===== src/rtl/sensor_i2c_arb_pkg.sv =====
`default_nettype none
// ============================================================================
// Module      : sensor_i2c_arb_pkg
// Description : Shared state and owner encodings for the sensor I2C arbiter.
// Revision    : 1.0 - initial release
// ============================================================================
package sensor_i2c_arb_pkg;

  // Arbiter FSM states
  typedef enum logic [1:0] {
    ST_IDLE   = 2'd0,
    ST_OWN_HW = 2'd1,
    ST_OWN_SW = 2'd2,
    ST_DRAIN  = 2'd3
  } arb_state_e;

  // Codes reported on the owner port
  typedef enum logic [1:0] {
    OWNER_NONE = 2'd0,
    OWNER_HW   = 2'd1,
    OWNER_SW   = 2'd2
  } owner_e;

endpackage
`default_nettype wire


===== src/rtl/i2c_cond_detect.sv =====
`default_nettype none
// ============================================================================
// Module      : i2c_cond_detect
// Description : Pad synchronizer, START/STOP detection, bus_busy tracking and
//               saturating idle-high counter for the shared sensor I2C bus.
// Revision    : 1.0 - initial release
// ============================================================================
module i2c_cond_detect #(
  parameter int GUARD_CYCLES = 16,
  parameter int GUARD_BITS   = 5
) (
  input  logic clk,
  input  logic rst,
  input  logic scl_in,
  input  logic sda_in,
  input  logic busy_clr,      // force bus_busy low (owner left without STOP)
  input  logic cnt_restart,   // restart the guard count as an owner hands back
  output logic scl_s,
  output logic sda_s,
  output logic bus_busy,
  output logic cnt_at_guard,
  output logic bus_free
);

  localparam logic [GUARD_BITS-1:0] C_GUARD = GUARD_BITS'(GUARD_CYCLES);

  logic                  scl_meta_q, sda_meta_q;
  logic                  scl_sync_q, sda_sync_q;
  logic                  scl_prev_q, sda_prev_q;
  logic                  busy_q, busy_d;
  logic [GUARD_BITS-1:0] cnt_q, cnt_d;
  logic                  start_w, stop_w;

  // Synchronizer, previous-sample history, busy flag and idle counter
  always_ff @(posedge clk or posedge rst) begin
    if (rst) begin
      scl_meta_q <= 1'b1;
      sda_meta_q <= 1'b1;
      scl_sync_q <= 1'b1;
      sda_sync_q <= 1'b1;
      scl_prev_q <= 1'b1;
      sda_prev_q <= 1'b1;
      busy_q     <= 1'b0;
      cnt_q      <= '0;
    end else begin
      scl_meta_q <= scl_in;
      sda_meta_q <= sda_in;
      scl_sync_q <= scl_meta_q;
      sda_sync_q <= sda_meta_q;
      scl_prev_q <= scl_sync_q;
      sda_prev_q <= sda_sync_q;
      busy_q     <= busy_d;
      cnt_q      <= cnt_d;
    end
  end

  // SDA edges only count as conditions when SCL was high on both samples
  always_comb begin
    start_w = scl_prev_q & scl_sync_q & sda_prev_q & ~sda_sync_q;
    stop_w  = scl_prev_q & scl_sync_q & ~sda_prev_q & sda_sync_q;
    busy_d  = busy_q;
    if (start_w)  busy_d = 1'b1;
    if (stop_w)   busy_d = 1'b0;
    if (busy_clr) busy_d = 1'b0;
    cnt_d = cnt_q;
    if (!(scl_sync_q && sda_sync_q) || cnt_restart) begin
      cnt_d = '0;
    end else if (cnt_q != C_GUARD) begin
      cnt_d = cnt_q + GUARD_BITS'(1);
    end
  end

  assign scl_s        = scl_sync_q;
  assign sda_s        = sda_sync_q;
  assign bus_busy     = busy_q;
  assign cnt_at_guard = (cnt_q == C_GUARD);
  assign bus_free     = !busy_q && (cnt_q == C_GUARD);

endmodule
`default_nettype wire


===== src/rtl/sensor_i2c_bus_arbiter.sv =====
`default_nettype none
// ============================================================================
// Module      : sensor_i2c_bus_arbiter
// Description : Shares one sensor I2C pad pair between the hardware sequencer
//               and the software bit-bang path with round-robin arbitration,
//               idle-guarded handover and missing-STOP detection.
// Revision    : 1.0 - initial release
// ============================================================================
module sensor_i2c_bus_arbiter
  import sensor_i2c_arb_pkg::*;
#(
  parameter int GUARD_CYCLES = 16,
  parameter int GUARD_BITS   = 5
) (
  input  logic       mclk,
  input  logic       mrst,
  input  logic       hw_req,
  input  logic       sw_req,
  output logic       hw_gnt,
  output logic       sw_gnt,
  input  logic       hw_scl_out,
  input  logic       hw_sda_out,
  input  logic       hw_scl_en,
  input  logic       hw_sda_en,
  input  logic       sw_scl_out,
  input  logic       sw_sda_out,
  input  logic       sw_scl_en,
  input  logic       sw_sda_en,
  input  logic       scl_in,
  input  logic       sda_in,
  output logic       scl_s,
  output logic       sda_s,
  output logic       scl_out,
  output logic       sda_out,
  output logic       scl_en,
  output logic       sda_en,
  output logic [1:0] owner,
  output logic       bus_busy,
  output logic       err_nostop,
  input  logic       err_clr
);

  arb_state_e state_q, state_d;
  owner_e     last_owner_q, last_owner_d;
  logic       err_q, err_d;
  logic       scl_out_q, scl_out_d, sda_out_q, sda_out_d;
  logic       scl_en_q, scl_en_d, sda_en_q, sda_en_d;
  logic       busy_clr_w, cnt_restart_w, err_set_w;
  logic       cnt_at_guard_w, bus_free_w;

  i2c_cond_detect #(
    .GUARD_CYCLES (GUARD_CYCLES),
    .GUARD_BITS   (GUARD_BITS)
  ) u_cond (
    .clk          (mclk),
    .rst          (mrst),
    .scl_in       (scl_in),
    .sda_in       (sda_in),
    .busy_clr     (busy_clr_w),
    .cnt_restart  (cnt_restart_w),
    .scl_s        (scl_s),
    .sda_s        (sda_s),
    .bus_busy     (bus_busy),
    .cnt_at_guard (cnt_at_guard_w),
    .bus_free     (bus_free_w)
  );

  // State, round-robin history, error flag and registered pad drive
  always_ff @(posedge mclk or posedge mrst) begin
    if (mrst) begin
      state_q      <= ST_IDLE;
      last_owner_q <= OWNER_SW;
      err_q        <= 1'b0;
      scl_out_q    <= 1'b1;
      sda_out_q    <= 1'b1;
      scl_en_q     <= 1'b0;
      sda_en_q     <= 1'b0;
    end else begin
      state_q      <= state_d;
      last_owner_q <= last_owner_d;
      err_q        <= err_d;
      scl_out_q    <= scl_out_d;
      sda_out_q    <= sda_out_d;
      scl_en_q     <= scl_en_d;
      sda_en_q     <= sda_en_d;
    end
  end

  // Next-state, handover control and pad mux; pads released unless owned
  always_comb begin
    state_d       = state_q;
    last_owner_d  = last_owner_q;
    busy_clr_w    = 1'b0;
    cnt_restart_w = 1'b0;
    err_set_w     = 1'b0;
    scl_out_d     = 1'b1;
    sda_out_d     = 1'b1;
    scl_en_d      = 1'b0;
    sda_en_d      = 1'b0;
    case (state_q)
      ST_IDLE: begin
        if (bus_free_w) begin
          if (hw_req && sw_req) begin
            state_d = (last_owner_q == OWNER_HW) ? ST_OWN_SW : ST_OWN_HW;
          end else if (hw_req) begin
            state_d = ST_OWN_HW;
          end else if (sw_req) begin
            state_d = ST_OWN_SW;
          end
        end
      end
      ST_OWN_HW: begin
        if (!hw_req) begin
          state_d       = ST_DRAIN;
          last_owner_d  = OWNER_HW;
          cnt_restart_w = 1'b1;
        end else begin
          scl_out_d = hw_scl_out;
          sda_out_d = hw_sda_out;
          scl_en_d  = hw_scl_en;
          sda_en_d  = hw_sda_en;
        end
      end
      ST_OWN_SW: begin
        if (!sw_req) begin
          state_d       = ST_DRAIN;
          last_owner_d  = OWNER_SW;
          cnt_restart_w = 1'b1;
        end else begin
          scl_out_d = sw_scl_out;
          sda_out_d = sw_sda_out;
          scl_en_d  = sw_scl_en;
          sda_en_d  = sw_sda_en;
        end
      end
      default: begin
        // DRAIN: a transaction still open after the guard period lacked a STOP
        if (cnt_at_guard_w) begin
          if (bus_busy) begin
            err_set_w  = 1'b1;
            busy_clr_w = 1'b1;
          end
          state_d = ST_IDLE;
        end
      end
    endcase
    err_d = err_q;
    if (err_clr)   err_d = 1'b0;
    if (err_set_w) err_d = 1'b1;
  end

  assign hw_gnt     = (state_q == ST_OWN_HW);
  assign sw_gnt     = (state_q == ST_OWN_SW);
  assign owner      = (state_q == ST_OWN_HW) ? OWNER_HW :
                      (state_q == ST_OWN_SW) ? OWNER_SW : OWNER_NONE;
  assign scl_out    = scl_out_q;
  assign sda_out    = sda_out_q;
  assign scl_en     = scl_en_q;
  assign sda_en     = sda_en_q;
  assign err_nostop = err_q;

endmodule
`default_nettype wire


===== config.mk =====
export PLATFORM = sky130hd
export DESIGN_NAME = sensor_i2c_bus_arbiter
export DESIGN_NICKNAME = d
export VERILOG_FILES = /design/src/rtl/sensor_i2c_arb_pkg.sv /design/src/rtl/i2c_cond_detect.sv /design/src/rtl/sensor_i2c_bus_arbiter.sv
export SDC_FILE = /design/constraint.sdc
export NUM_CORES = 1
export LEC_CHECK = 0
export CAP_MARGIN = 20
export CELL_PAD_IN_SITES_DETAIL_PLACEMENT = 0
export CELL_PAD_IN_SITES_GLOBAL_PLACEMENT = 2
export CORE_MARGIN = 2
export CORE_UTILIZATION = 30
export CTS_CLUSTER_SIZE = 30
export DETAILED_ROUTE_END_ITERATION = 10
export PLACE_DENSITY_LB_ADDON = 0.1
export SETUP_SLACK_MARGIN = 0.05
export SYNTH_ARGS = -nofsm -noshare
export SYNTH_HDL_FRONTEND = slang
export SYNTH_SLANG_ARGS = --single-unit
export TNS_END_PERCENT = 30

===== constraint.sdc =====
create_clock -name mclk -period 2.4 [get_ports mclk]
set_clock_uncertainty 0.1 [all_clocks]
set_input_delay 0.48 -clock mclk [delete_from_list [all_inputs] [get_ports mclk]]
set_output_delay 0.48 -clock mclk [all_outputs]
set_load 0.005 [all_outputs]

Word-level counts from Yosys, hierarchy flattened
Index checks and enable logic that the tools add are counted.
{ "totals": {"elab_cells": 86, "in_bits": 15, "reg_bits": 21} }
{ "op_classes": {"mux": 39, "n_eq_ne": 9, "bitwise": 7, "reduce_logical": 15, "add_sub_neg": 1} }
{ "ops": {"columns": ["cell", "n"], "rows": [
  ["2-bit two-way mux", 12],
  ["1-bit two-way mux", 18],
  ["5-bit two-way mux", 2],
  ["1-bit case mux with 2 select lines", 5],
  ["2-bit != test, second input constant", 3],
  ["2-bit case mux with 3 select lines", 1],
  ["2-bit nonzero test", 3],
  ["5-bit by 1-bit adder with 5-bit output, second input constant", 1],
  ["1-bit AND", 5],
  ["5-bit == test, second input constant", 1],
  ["5-bit != test, second input constant", 1],
  ["5-bit AND reduction", 1],
  ["2-bit by 1-bit == test with 1-bit output, second input constant", 2],
  ["4-bit != test, second input constant", 1],
  ["2-bit case mux with 2 select lines", 1],
  ["4-bit nonzero test", 1],
  ["1-bit logical AND", 3],
  ["3-bit AND reduction", 1],
  ["3-bit nonzero test", 1],
  ["3-bit OR reduction", 1],
  ["2-bit == test, second input constant", 1],
  ["1-bit logical NOT", 2],
  ["2-bit logical NOT", 1],
  ["1-bit inverter", 2],
  ["1-bit logical OR", 1]
]} }

Longest topological paths before layout
Gate-level depths: netlist (run 1).
{ "depth": {"ltp_word": 6, "mapped_depth": 5, "mapped_depth_nobuf": 5} }

Hierarchy
A second synthesis (run 1) with hierarchy kept.
{ "hier_totals": {"hier_cells": 96, "area_unflattened_um2": 1054.8} }
{ "by_module_without_submodules": {"columns": ["mod", "instances", "cells_per_inst", "area_each_um2"], "rows": [
  ["sensor_i2c_bus_arbiter", 1, 57, 569.3],
  ["i2c_cond_detect", 1, 39, 485.5]
]} }

Worst setup path after synthesis (run 1)
No wires, ideal clock.
{ "synth_path": {"path_kind": "register to register", "start": "register state_q[0]", "end": "register state_q[0]", "period_less_slack_ns": 1.685, "stages_incl_launch_ff": 6, "arrival_time_ns": 1.460, "n_path_buf": 0, "path_slack_ns": 0.715, "required_time_ns": 2.175, "cell_sequence": "dfrtp_1 inv_1 ha_1 nor2b_1 o221a_4 mux2_4"} }
{ "synth_via": {"elab_chain_cells": 3} }
{ "synth_rtl": {"columns": ["element", "line", "text"], "rows": [
  ["start: declaration", "sensor_i2c_bus_arbiter.sv:43", "arb_state_e state_q, state_d;"],
  ["start signal: assignment", "sensor_i2c_bus_arbiter.sv:79", "state_q <= state_d;"],
  ["2-bit by 1-bit == test with 1-bit output, or another cell as far along", "sensor_i2c_bus_arbiter.sv:100", "case (state_q)"],
  ["4-bit nonzero test (no source line), or another cell as far along", null, null],
  ["5-bit AND reduction (no source line)", null, null]
]} }
Several ways; a longest one is shown, not always the timed one.
A chain may end at the register's enable or synchronous reset.

Worst setup path after layout (run 1)
{ "layout_path": {"start": "register state_q[0]", "end": "output sw_gnt"} }
{ "layout_via": {"elab_chain_cells": 1} }
{ "layout_rtl": {"columns": ["element", "line", "text"], "rows": [
  ["2-bit == test", "sensor_i2c_bus_arbiter.sv:153", "assign sw_gnt = (state_q == ST_OWN_SW);"],
  ["end: declaration", "sensor_i2c_bus_arbiter.sv:20", "output logic sw_gnt,"]
]} }
No other way between the ends.

==> results_dict.tcl, run 1 <==
set metrics [dict create \
    crit_start "state_q[0]" \
    outcome "complete, no violations" \
    grt_pass1_vias 720 \
    swShare 0.2289 \
    internal_power_uw 479.5 \
    clkSlewWorstSetupHoldPaths_ns 0.12 \
    p_comb_frac 0.115 \
    clock_power_share 0.274 \
    setup_violations 0 \
    antenna_left 0 \
    fin_crit_sh 0.9342 \
    dieArea_sq_mm 0.003899 \
    yosys-top-cells-count "dfrtp_1 (12), dfstp_2 (9), inv_1 (8), nand3_1 (7), ha_1 (6)" \
    crit_required_ns 1.82 \
    syn_nets 108 \
    num_vias 731 \
    n_antenna_cell 0 \
    hold_slack_ns 0.2619 \
    cp-start-kind "flip-flop" \
    power.density_mw_per_mm2 454.7 \
    syn-instance-count 87 \
    fin_nets 138 \
    yosys-top-cells-area "dfrtp_1 (29%), dfstp_2 (23%), ha_1 (7.3%), nand3_1 (3.4%), inv_1 (2.9%)" \
    io_pins 27 \
    path_class "reg -> out" \
    grt_max_degree 18 \
    r2r-start "state_q[0]" \
    synthToLayoutAreaGrowth_pct 33.46 \
    cpPeakStageDelay_ns 0.56 \
    cts_setup_buffers 0 \
    antenna_found_initial 0 \
    grt_pass1_wl_um 3325 \
    drv_cap 0 \
    rsz0062_at_grt "false" \
    placed_cells 158 \
    drc 0 \
    drive_gt1_frac 0.1810 \
    cp_num_buf_inv 2 \
    crit_chain "inv_1 -> ha_1 -> clkdlybuf4s50_1" \
    final.fill_count 335 \
    syn_area_sq_mm 0.001025 \
    switchingPower_uw 142.3 \
    setup_tns_ns 0 \
    yosysMostFrequentCell "dfrtp_1" \
    path_delay_family "buffers and inverters" \
    slew_viol_final 0 \
    irDropWorstVdd_mv 0.2099 \
    wirelength_um 1997 \
    seqPwrFrac 0.611 \
    yosysWarnings 0 \
    finalHoldViolations 0 \
    cellLeakagePower_uw 0.0005669 \
    num_rows 21 \
    post_drt_via_cell_ratio 4.512 \
    synth_area_leader_cell "dfrtp_1" \
    drt_iter0_drc 23 \
    grt.total_usage 0.1085 \
    hp-class "in -> async" \
    slowest_stage "clkdlybuf4s50_1" \
    port_buffers 26 \
    cts_tree "yes" \
    reg2reg_slack_ns 0.53 \
    first_pass_iters 4 \
    fmax_mhz 446.0 \
    yosysTopAreaCellShare 0.2930 \
    fin_cells 162 \
    worst_slew_pin_slew_ns 0.4446 \
    async_reset_ff_frac 1.000 \
    htree_levels 1 \
    numCtsBuffers 3 \
    clk_latency_ns 0.30 \
    ff2ff_path_depth 6 \
    die_y_um 62.45 \
    cp_max_fo 5 \
    synth_ff_type "dfrtp_1" \
    cp.arrival_ns 1.66 \
    ys_ff_latch 21 \
    yosysSeqAreaShare 0.5238 \
    worstSetupEndpointType "output pin" \
    gp_congestion 0.6981 \
    initial_utilization 0.3095 \
    clockBufferDepth 2 \
    dp_hpwl_um 1588 \
    clock-sinks 21 \
    die_w_um 62.45 \
    post_drt_wl_per_cell_um 12.33 \
    r2r-end "state_q[0]" \
    root_buffer "clkbuf_4" \
    ys_types 32 \
    design.core.area_sq_mm 0.003311 \
    grt.overflow.total 0 \
    post-route-util 0.4131 \
    syn_avg_cell_area_sq_um 11.78 \
    slew_headroom 0.7036 \
    synth_edf_count 0 \
    fin_crit_ns 2.242 \
]
## metal layers
layer,track usage,up-vias,routed length [um]
li1,-,364,-
met1,0.1453,354,963
met2,0.1734,9,949
met3,0.02162,4,51
met4,0.04167,0,31
met5,0,-,0
## worst max-delay path by stage
stage | endpoint | slack [ns] | cells after the start
2_1_floorplan | state_q[0] | 0.71 | 5
3_3_place_gp | state_q[0] | 0.37 | 4
3_5_place_dp | state_q[0] | 0.35 | 4
4_1_cts | sw_gnt | 0.14 | 3
5_1_grt | hw_gnt | 0.07 | 3
6_report | sw_gnt | 0.16 | 3
## through the flow
stage / total power (uW) / cell area, sq um / setup WS (ns)
after floorplan: 411.8 / 1025 / 0.7149
after global placement: 458.3 / 1339 / 0.3715
after detailed placement: 459.2 / 1339 / 0.3465
after CTS: 634.1 / 1368 / 0.1391
after global routing: 658.4 / 1368 / 0.07128
final: 621.8 / 1368 / 0.1579
## area by class of cell
type,count,area (sq um),area share
tap,46,57.56,0.04209
sequential,21,536.8,0.3925
inverter,8,30.03,0.02196
timing repair buffer,28,275.3,0.2013
clock buffer,4,26.28,0.01921
multi-input combinational,55,441.7,0.3230
## sequential cells by signal, indices dropped and copies added, names as in the netlist
signal and cells:
u_cond.bus_busy 1, u_cond.sda_meta_q 1, state_q 2, scl_en 1, scl_out 1, u_cond.scl_prev_q 1
u_cond.scl_s 1, last_owner_q 2, u_cond.sda_s 1, sda_out 1, u_cond.scl_meta_q 1, u_cond.cnt_q 5
err_nostop 1, sda_en 1, u_cond.sda_prev_q 1
## layout by cell type (no fill, tap or decap)
cell type        count
o22a_1               1
o22ai_1              1
o221a_4              1
xor2_1               2
nor4_1               1
ha_2                 1
nor2b_1              1
a221o_1              2
and4bb_4             1
o21ai_0              3
nor2_1               1
buf_4                2
nand2b_1             4
clkbuf_4             3
a21bo_2              1
dfstp_2              9
mux2_4               2
and2_2               1
nand3_1              7
a31oi_1              1
clkbuf_1             1
nand2_1              1
nand4b_1             2
dfrtp_1             12
clkdlybuf4s50_1     26
o21ba_1              1
ha_1                 5
nor3_1               5
a22oi_1              1
a22o_1               1
nor4bb_1             1
a21oi_1              4
xnor2_1              2
inv_1                8
mux2i_1              1
## power by group through the flow
stage | Sequential, uW | Clock, uW | Combinational [uW]
2_1_floorplan | 384 | 0 | 28.1
3_3_place_gp | 386 | 0 | 71.8
3_5_place_dp | 386 | 0 | 72.7
4_1_cts | 380 | 181 | 72.9
5_1_grt | 382 | 198 | 78.4
6_report | 380 | 170 | 71.5
## logic make-up after synthesis
| family | Yosys count | synth area share |
|---|---|---|
| buf+inv | 11 | 0.04761 |
| xor+xnor | 4 | 0.03419 |
| compound gates | 17 | 0.1294 |
| mux | 3 | 0.03907 |
| fa+ha+maj | 6 | 0.07326 |
| flops | 21 | 0.5238 |
| simple gates | 25 | 0.1526 |
## worst register-to-register path, cell delays in order (launching register included)
cell and delay (ns):
dfrtp_1 0.44, inv_1 0.08, ha_1 0.27, buf_4 0.18, a22oi_1 0.19, o221a_4 0.23, mux2_4 0.29
## repair_timing
action,CTS,global route
hold buffers,0,0
endpoints found under the hold margin,0,0
gates resized for setup,1,0
setup endpoints to repair,2,0
Note: power is estimated with default switching activity, not from simulation.
==> inputs of run 2 (changes only) <==
--- a/constraint.sdc
+++ b/constraint.sdc
@@ -3,3 +3,3 @@
 set_input_delay 0.48 -clock mclk [delete_from_list [all_inputs] [get_ports mclk]]
 set_output_delay 0.48 -clock mclk [all_outputs]
-set_load 0.005 [all_outputs]
+set_load 0.01 [all_outputs]
==> results_dict.tcl, run 2 (synthesis gave the netlist of run 1 again) <==
set metrics [dict create \
    clock-sinks 21 \
    setup_violations 0 \
    cellLeakagePower_uw 0.0005658 \
    drive_gt1_frac 0.1897 \
    clk_latency_ns 0.30 \
    antenna_left 0 \
    cp.arrival_ns 1.68 \
    htree_levels 1 \
    grt.overflow.total 0 \
    worst_slew_pin_slew_ns 0.4251 \
    worstSetupEndpointType "output pin" \
    dieArea_sq_mm 0.003899 \
    top_register "u_cond.cnt_q" \
    io_pins 27 \
    dp_hpwl_um 1659 \
    layout_common_cells "clkdlybuf4s50_1 (26), dfrtp_1 (12), dfstp_2 (9), inv_1 (8), nand3_1 (7)" \
    cp-start-kind "flip-flop" \
    die_y_um 62.45 \
    design.core.area_sq_mm 0.003311 \
    cp_max_fo 9 \
    synthToLayoutAreaGrowth_pct 33.70 \
    slew_headroom 0.7166 \
    irDropWorstVdd_mv 0.2688 \
    numCtsBuffers 3 \
    clockBufferDepth 2 \
    fin_cells 162 \
    layout_top_registers "u_cond.cnt_q x5, last_owner_q x2, state_q x2" \
    initial_utilization 0.3095 \
    post-route-util 0.4138 \
    postCtsHoldBufs 0 \
    antenna_found_initial 0 \
    cts_setup_buffers 0 \
    setup_tns_ns 0 \
    rsz0062_at_grt "false" \
    num_vias 770 \
    clkSlewWorstSetupHoldPaths_ns 0.12 \
    wirelength_um 2170 \
    fin_crit_ns 2.264 \
    port_buffers 26 \
    grt_pass1_wl_um 3636 \
    fin_crit_sh 0.9432 \
    num_rows 21 \
    crit_required_ns 1.82 \
    post_drt_wl_per_cell_um 13.40 \
    finalHoldViolations 0 \
    largest_reg_flops 5 \
    final_common_cell "clkdlybuf4s50_1" \
    fin_nets 138 \
    hp-class "in -> async" \
    cts_resized 1 \
    root_buffer "clkbuf_4" \
    die_w_um 62.45 \
    power.total_uw 625.0 \
    post_drt_via_cell_ratio 4.753 \
    grt.total_usage 0.1158 \
    placed_cells 158 \
    power.density_mw_per_mm2 456.2 \
    outcome "complete, no violations" \
    slew_viol_final 0 \
    gp_congestion 0.7311 \
    grt_max_degree 18 \
    cts_tree "yes" \
    first_pass_iters 4 \
    drc 0 \
    n_antenna_cell 0 \
    grt_pass1_vias 794 \
    path_class "reg -> out" \
    fmax_mhz 441.7 \
    drv_cap 0 \
    drt_iter0_drc 10 \
]
run 2: cell counts in the layout (fill, tap and decap cells not counted):
Identical to the previous run, type by type.
run 2: worst paths after layout:
path | slack [ns] | cells after the start | startpoint | end
max in group asynchronous | 1.38 | 3 | mrst | u_cond.sda_meta_q
hold reg to reg | 0.26 | 0 | u_cond.sda_meta_q | u_cond.sda_s
setup / recovery | 0.14 | 3 | state_q[1] | owner[0]
hold / removal | 0.26 | 2 | mrst | scl_en
setup reg to reg | 0.54 | 5 | state_q[0] | state_q[0]
min in group mclk | 0.26 | 0 | u_cond.sda_meta_q | u_cond.sda_s
run 2: worst max-delay path, stage by stage, from the launching register on:
cell	delay, ns
dfrtp_1	0.43
inv_1	0.10
ha_2	0.28
clkdlybuf4s50_1	0.57
run 2: cell type report:
cell class              instances  area (sq um)
multi-input cells              55         444.2
clock buffers                   4         26.28
flip-flops and latches         21         536.8
well taps                      46         57.56
fillers                       352          1941
inverters                       8         30.03
repair buffers                 28         275.3
run 2: metal layers:
layer	global-route usage	part of all wire
met1	0.1542	0.46
met2	0.1841	0.50
met3	0.02523	0.027
met4	0.04444	0.014
met5	0	0
run 2: through the flow:
step	setup WS (ns)	instance area [sq um]	hold WS (ns)
after floorplan	0.7149	1025	0.2452
after global placement	0.3224	1339	0.2453
after detailed placement	0.3250	1339	0.2481
after CTS	0.1143	1368	0.2658
after global routing	0.05008	1370	0.2691
final	0.1362	1370	0.2601
run 2: where the power goes:
group / switching, uW / leakage, uW / total (uW) / internal (uW)
Clock: 106 / 0.0000150 / 171 / 64.8
Combinational: 29.0 / 0.000291 / 74.4 / 45.4
Sequential: 10.4 / 0.000259 / 380 / 369
